File: config.mk
export PLATFORM = sky130hd
export DESIGN_NAME = frame_rd_arbiter
export DESIGN_NICKNAME = d
export VERILOG_FILES = /design/src/rtl/frame_rd_arbiter.sv
export SDC_FILE = /design/constraint.sdc
export NUM_CORES = 1
export LEC_CHECK = 0
export ABC_AREA = 1
export BUFFER_PORTS_ARGS = -buffer_cell sky130_fd_sc_hd__buf_2
export CORE_MARGIN = 2
export CORE_UTILIZATION = 53
export DETAILED_ROUTE_END_ITERATION = 6
export PLACE_DENSITY = 0.93
export SKIP_LAST_GASP = 1
export SLEW_MARGIN = 25
export SYNTH_ARGS = -nofsm -noshare
export SYNTH_HDL_FRONTEND = slang
export SYNTH_SLANG_ARGS = --single-unit
File: constraint.sdc
create_clock -name clk -period 4.11 [get_ports clk]
set_clock_uncertainty 0.15 [all_clocks]
set_input_delay 0.822 -clock clk [delete_from_list [all_inputs] [get_ports clk]]
set_output_delay 0.822 -clock clk [all_outputs]
set_load 0.02 [all_outputs]
File: src/rtl/frame_rd_arbiter.sv
// ============================================================================
// Module   : frame_rd_arbiter
// Brief    : Round-robin burst arbiter for the shared frame-memory read port.
//            Optional macro FRAME_ARB_PRIO0_EN gives requester 0 strict priority.
// Revision : 1.0 - initial release
// ============================================================================
`default_nettype none

module frame_rd_arbiter #(
    parameter int NUM_REQ = 4,
    parameter int ADDR_W  = 18,
    parameter int DATA_W  = 8,
    parameter int LEN_W   = 6
) (
    input  logic                        clk,
    input  logic                        reset,
    input  logic [NUM_REQ-1:0]          req,
    input  logic [NUM_REQ*ADDR_W-1:0]   req_addr,
    input  logic [NUM_REQ*LEN_W-1:0]    req_len,
    output logic [NUM_REQ-1:0]          gnt,
    output logic [NUM_REQ-1:0]          rd_valid,
    output logic [DATA_W-1:0]           rd_data,
    output logic [NUM_REQ-1:0]          done,
    output logic                        mem_rd,
    output logic [ADDR_W-1:0]           mem_addr,
    input  logic [DATA_W-1:0]           mem_data
);

    localparam int PTR_W = (NUM_REQ > 1) ? $clog2(NUM_REQ) : 1;
    localparam int LE_W  = LEN_W + 1;

    typedef enum logic [1:0] {
        S_IDLE  = 2'd0,
        S_BURST = 2'd1,
        S_DRAIN = 2'd2
    } state_t;

    state_t             state_q, state_d;
    logic [PTR_W-1:0]   ptr_q, ptr_d;
    logic [PTR_W-1:0]   win_q, win_d;
    logic [ADDR_W-1:0]  base_q, base_d;
    logic [LEN_W-1:0]   len_q, len_d;
    logic [LEN_W-1:0]   cnt_q, cnt_d;
    logic               rdv_q;

    logic               w_found;
    logic [PTR_W-1:0]   w_pick;
    logic [ADDR_W-1:0]  w_base_sel;
    logic [LEN_W-1:0]   w_len_sel;
    logic [LE_W-1:0]    w_len_eff;
    logic               w_last_beat;
    logic [NUM_REQ-1:0] w_win_oh;

    // Search starts at the pointer and wraps; the first set request wins.
    always_comb begin
        w_found = 1'b0;
        w_pick  = '0;
        for (int i = 0; i < NUM_REQ; i++) begin
            int idx;
            idx = int'(ptr_q) + i;
            if (idx >= NUM_REQ) idx = idx - NUM_REQ;
`ifdef FRAME_ARB_PRIO0_EN
            if (!w_found && idx != 0 && req[idx]) begin
`else
            if (!w_found && req[idx]) begin
`endif
                w_found = 1'b1;
                w_pick  = PTR_W'(idx);
            end
        end
`ifdef FRAME_ARB_PRIO0_EN
        if (req[0]) begin
            w_found = 1'b1;
            w_pick  = '0;
        end
`endif
    end

    always_comb begin
        w_base_sel = '0;
        w_len_sel  = '0;
        for (int i = 0; i < NUM_REQ; i++) begin
            if (w_pick == PTR_W'(i)) begin
                w_base_sel = req_addr[i*ADDR_W +: ADDR_W];
                w_len_sel  = req_len[i*LEN_W +: LEN_W];
            end
        end
    end

    assign w_len_eff   = (len_q == '0) ? {1'b1, {LEN_W{1'b0}}} : {1'b0, len_q};
    assign w_last_beat = ({1'b0, cnt_q} == (w_len_eff - LE_W'(1)));
    assign w_win_oh    = {{(NUM_REQ-1){1'b0}}, 1'b1} << win_q;

    always_comb begin
        state_d = state_q;
        ptr_d   = ptr_q;
        win_d   = win_q;
        base_d  = base_q;
        len_d   = len_q;
        cnt_d   = cnt_q;
        case (state_q)
            S_IDLE: begin
                if (w_found) begin
                    win_d   = w_pick;
                    base_d  = w_base_sel;
                    len_d   = w_len_sel;
                    cnt_d   = '0;
                    state_d = S_BURST;
                end
            end
            S_BURST: begin
                cnt_d = cnt_q + LEN_W'(1);
                if (w_last_beat) state_d = S_DRAIN;
            end
            S_DRAIN: begin
                state_d = S_IDLE;
                ptr_d   = (win_q == PTR_W'(NUM_REQ-1)) ? '0 : win_q + PTR_W'(1);
            end
            default: state_d = S_IDLE;
        endcase
    end

    always_ff @(posedge clk) begin
        if (reset) begin
            state_q <= S_IDLE;
            ptr_q   <= '0;
            win_q   <= '0;
            base_q  <= '0;
            len_q   <= '0;
            cnt_q   <= '0;
            rdv_q   <= 1'b0;
        end else begin
            state_q <= state_d;
            ptr_q   <= ptr_d;
            win_q   <= win_d;
            base_q  <= base_d;
            len_q   <= len_d;
            cnt_q   <= cnt_d;
            rdv_q   <= (state_q == S_BURST);
        end
    end

    // Read data returns one cycle after each strobe, so the last byte lands in DRAIN.
    assign mem_rd   = (state_q == S_BURST);
    assign mem_addr = mem_rd ? base_q + {{(ADDR_W-LEN_W){1'b0}}, cnt_q} : '0;
    assign gnt      = (state_q != S_IDLE) ? w_win_oh : '0;
    assign rd_valid = rdv_q ? w_win_oh : '0;
    assign done     = (state_q == S_DRAIN) ? w_win_oh : '0;
    assign rd_data  = mem_data;

endmodule

`default_nettype wire

==> results.md <==
Drt:
- The number of nets with antenna violations after routing is 0.
- Detailed routing inserted a total of 4086 vias.
- In the routed layout, each cell is associated on average with a via count of 5.46.
- The wire length per cell is 13.6 µm.
- Wires add up to 10200 µm.
- For this run, design rule violations remaining after detail routing come to 0.
- The first TritonRoute pass finished after 5 iterations.
- The number of design-rule violations left by the first detailed-router iteration is 314.

Setup path:
- The worst setup path is captured at a primary output.
- Data on the critical path is required at its endpoint by 3.14 ns.
- STA puts the critical path data arrival time at 2.54 ns.
- The slowest stage of the critical path is the sky130_fd_sc_hd__fa_1 cell.
- The cell that appears most often on the critical path is sky130_fd_sc_hd__nand2_1.
- The signal on the critical path passes through ha_1, fa_1, nand3_1, nand2_1, nand2_1, nand2_1, a21oi_1, nor2_1, nand2_1, nor2_1, xnor2_1, nor2_1, buf_2.
- The dominant delay contributor by cell family on the critical path is simple AND/OR/NAND/NOR gates.
- The sort of element at the start of the critical path is a register.
- The maximum fanout along the worst path is 6.
- The largest stage delay on the critical path is 0.41 ns.
- The kind of critical path is register to primary output.
- The buffer and inverter count on the worst path is 1.

Power and ir drop:
- The switching power is 505 µW.
- The power per unit of standard cell area is 314 mW/mm².
- The worst voltage drop across the vdd grid is 0.000156 V.
- The internal power is 793 µW.
- Of the total power, the share spent switching nets is 38.9%.
- Total power for the finished layout comes to 1.30 mW.
- The analysis attributes to cell leakage a power of 2.13 nW.
- The share of total power in combinational logic is 39.7%.
- The sequential fraction of design power is 35.2%.
- The clock network fraction of design power is 25.0%.

GRT:
- The total overflow left after global routing is 0.
- Across every metal layer, demand over resource in global routing totals 27.9%.
- Entering global routing, the biggest net connects 43 pins.
- The first global-routing pass estimated 16500 µm of wire.
- The initial antenna violation count is 0.
- The number of global-route vias before repair is 3621.

Clock network:
- TritonCTS built the clock tree.
- After clock tree synthesis, the clock-pin slew on the worst setup and hold paths is 0.07 ns.
- Gates resized during post-CTS repair numbered 0.
- The maximum count of clock buffers along a single path is 2.
- The number of CTS-inserted buffers is 5.
- The H-tree generated during clock tree synthesis spans 2 levels.
- In this run the clock root is driven by a sky130_fd_sc_hd__clkbuf_8.
- The clock net in this run drives a total of 37 sinks.
- The hold-fix buffer count after cts is 0.
- The clock insertion delay at the later pin of the skew report is 0.29 ns.
- The number of post-CTS setup repair buffers is 0.

Floorplanning:
- The floorplan die area is 0.00720 mm².
- The die is 84.9 µm tall.
- The floorplan has 29 rows.
- In this run the horizontal extent of the chip is 84.9 µm.
- The floorplan step defined a core boundary enclosing 0.00635 mm².
- The starting density of the core is 54.6%.
- The I/O pin total is 149.

Synth:
- The distinct cell type count after synthesis is 38.
- The Yosys step of the flow raised 0 warnings.
- The top cell type by area accounts for 21.4% of the synthesized area.
- The number of flip-flops and latches in the synthesized netlist is 37.
- When the netlist entered floorplanning its net count stood at 686.
- The fraction of the yosys area taken by sequential cells is 21.4%.
- The synthesized netlist occupies a cell area of 0.00347 mm².
- Synthesis handed over a netlist of 562 instances.
- By area the synthesized netlist is led by sky130_fd_sc_hd__dfxtp_1 21%, sky130_fd_sc_hd__nand2_1 14%, sky130_fd_sc_hd__nand3_1 8.9%.
- The average size of a mapped cell is 6.17 µm².
- sky130_fd_sc_hd__dfxtp_1 takes more of the synthesized area than any other cell.

Timing:
- Dividing the final minimum period by the clock period gives 85.3%.
- The total count of max-transition violations in the final report came to 0.
- Setup repair after global routing left no endpoint under its margin.
- The number of endpoints with negative hold slack in the final report was 0.
- For the finished layout, the period the worst path requires is 3.51 ns.
- Summed over all failing endpoints, the final setup total negative slack is 0 ns.
- The hold slack is 0.346 ns.
- For the pin with the worst max-slew slack, the measured transition is 0.714 ns.
- Setup violations remaining at the end of the flow were counted as 0.
- The upper clock frequency limit is 285 MHz.
- The worst pin sits at a relative slew slack of 52.3%.
- Setup slack closes at 0.603 ns.

Worst hold path:
- The class of the tightest hold or removal check is register to register.

Cells and area:
- The number of antenna diodes in the final layout is 0.
- The relative area change from synthesis to final layout is 19.2%.
- In the final layout, the share of cells above drive strength 1 is 27.0%.
- The final layout contains 794 nets.

Placed design:
- Detailed placement finished with a half-perimeter wire length of 7890 µm.
- The final weighted congestion of routability-driven global placement is 0.902.
- Prior to clock tree synthesis, the placed netlist has a worst setup slack of 0.865 ns.
- The count of input and output buffers is 132.

Run status:
- The flow ran to the end, and the final reports show no timing, DRC or antenna violations.

Job:
- The tool flagged a number of max-cap violations equal to 0.
## tightest hold or removal path: stages (launching register included)
cell and delay [ns]:
sky130_fd_sc_hd__dfxtp_1 0.33, sky130_fd_sc_hd__nand2_1 0.07, sky130_fd_sc_hd__a21oi_1 0.06
## worst paths after layout
| path | from | end | slack [ns] | depth (start not counted) |
|---|---|---|---|---|
| hold reg to reg | len_q[1] | len_q[1] | 0.35 | 2 |
| setup / recovery | cnt_q[0] | mem_addr[10] | 0.60 | 13 |
| hold / removal | len_q[1] | len_q[1] | 0.35 | 2 |
| setup reg to reg | ptr_q[0] | base_q[0] | 1.06 | 13 |
## layout by cell type (no fill, tap or decap), types with 2 or more instances in the layout
cell type / count
sky130_fd_sc_hd__a21oi_2: 8
sky130_fd_sc_hd__a21o_1: 2
sky130_fd_sc_hd__o21ai_0: 37
sky130_fd_sc_hd__nand4_1: 17
sky130_fd_sc_hd__ha_1: 13
sky130_fd_sc_hd__inv_2: 3
sky130_fd_sc_hd__xor2_1: 10
sky130_fd_sc_hd__nand3_1: 62
sky130_fd_sc_hd__nand2_4: 2
sky130_fd_sc_hd__buf_2: 132
sky130_fd_sc_hd__a21oi_1: 28
sky130_fd_sc_hd__o21ai_1: 3
sky130_fd_sc_hd__nor3_1: 10
sky130_fd_sc_hd__a211oi_1: 2
sky130_fd_sc_hd__nand2_2: 12
sky130_fd_sc_hd__nand2_1: 132
sky130_fd_sc_hd__o21ai_2: 6
sky130_fd_sc_hd__clkbuf_8: 6
sky130_fd_sc_hd__nor2_4: 4
sky130_fd_sc_hd__dfxtp_1: 37
sky130_fd_sc_hd__nand3_2: 3
sky130_fd_sc_hd__xnor2_1: 6
sky130_fd_sc_hd__inv_1: 56
sky130_fd_sc_hd__nor2_1: 64
sky130_fd_sc_hd__and3_1: 2
## per-stage QoR
step / cell area (µm²) / utilization (%) / instances
2_1_floorplan: 3470 / - / 562
3_3_place_gp: 4020 / 63.3 / 740
3_5_place_dp: 4020 / 63.3 / 740
4_1_cts: 4130 / 65.1 / 748
5_1_grt: 4130 / 65.1 / 748
6_report: 4130 / 65.1 / 748
## kinds of logic after synthesis
family | synth area share (%)
buffers and inverters | 12.7
DFF | 21.4
adders and majority gates | 5.27
xor gates and xnor gates | 4.04
AOI/OAI and AO/OA | 15.0
and+or+nand+nor | 41.6
## cells in the mapped netlist (all sizes together)
cell type	instances
a211oi	2
a21oi	36
nand3b	1
a21o	2
nand4	18
xor2	10
a21boi	1
nor2	68
clkbuf	6
and2	1
nor4	1
ha	13
inv	59
fa	1
nor3	10
clkinv	1
and3	2
buf	26
xnor2	6
o21ai	46
or2	1
nand2	146
o32ai	1
a31oi	1
dfxtp	37
nand3	66
## cell type report
cell class / instances / area, µm²
flip-flops and latches: 37 / 741
clock buffers: 7 / 86.3
clock inverters: 1 / 30.0
well taps: 77 / 96.3
repair buffers: 133 / 668
fillers: 557 / 2220
multi-input cells: 433 / 2290
inverters: 60 / 225
## layer usage
layer | vias to the layer above | track usage, % | share of wire (%)
met1 | 1856 | 37.0 | 43
met2 | 167 | 47.2 | 49
li1 | 2041 | - | -
met4 | 0 | 7.65 | 1.9
met5 | - | 0 | 0
met3 | 22 | 4.28 | 6.5
## power groups by stage
stage                     Combinational, mW  Sequential (mW)  Clock [mW]
final                                 0.516            0.457       0.325
after floorplan                       0.391            0.443           0
after detailed placement              0.505            0.463           0
after CTS                             0.511            0.455       0.326
after global placement                0.492            0.460           0
after global routing                  0.581            0.462       0.340
## registers in the layout (all words and copies together), names as in the netlist
| name | count |
|---|---|
| cnt_q | 6 |
| win_q | 2 |
| len_q | 6 |
| base_q | 18 |
| state_q | 2 |
| rdv_q | 1 |
| ptr_q | 2 |
Power figures use the tool's default switching activity.
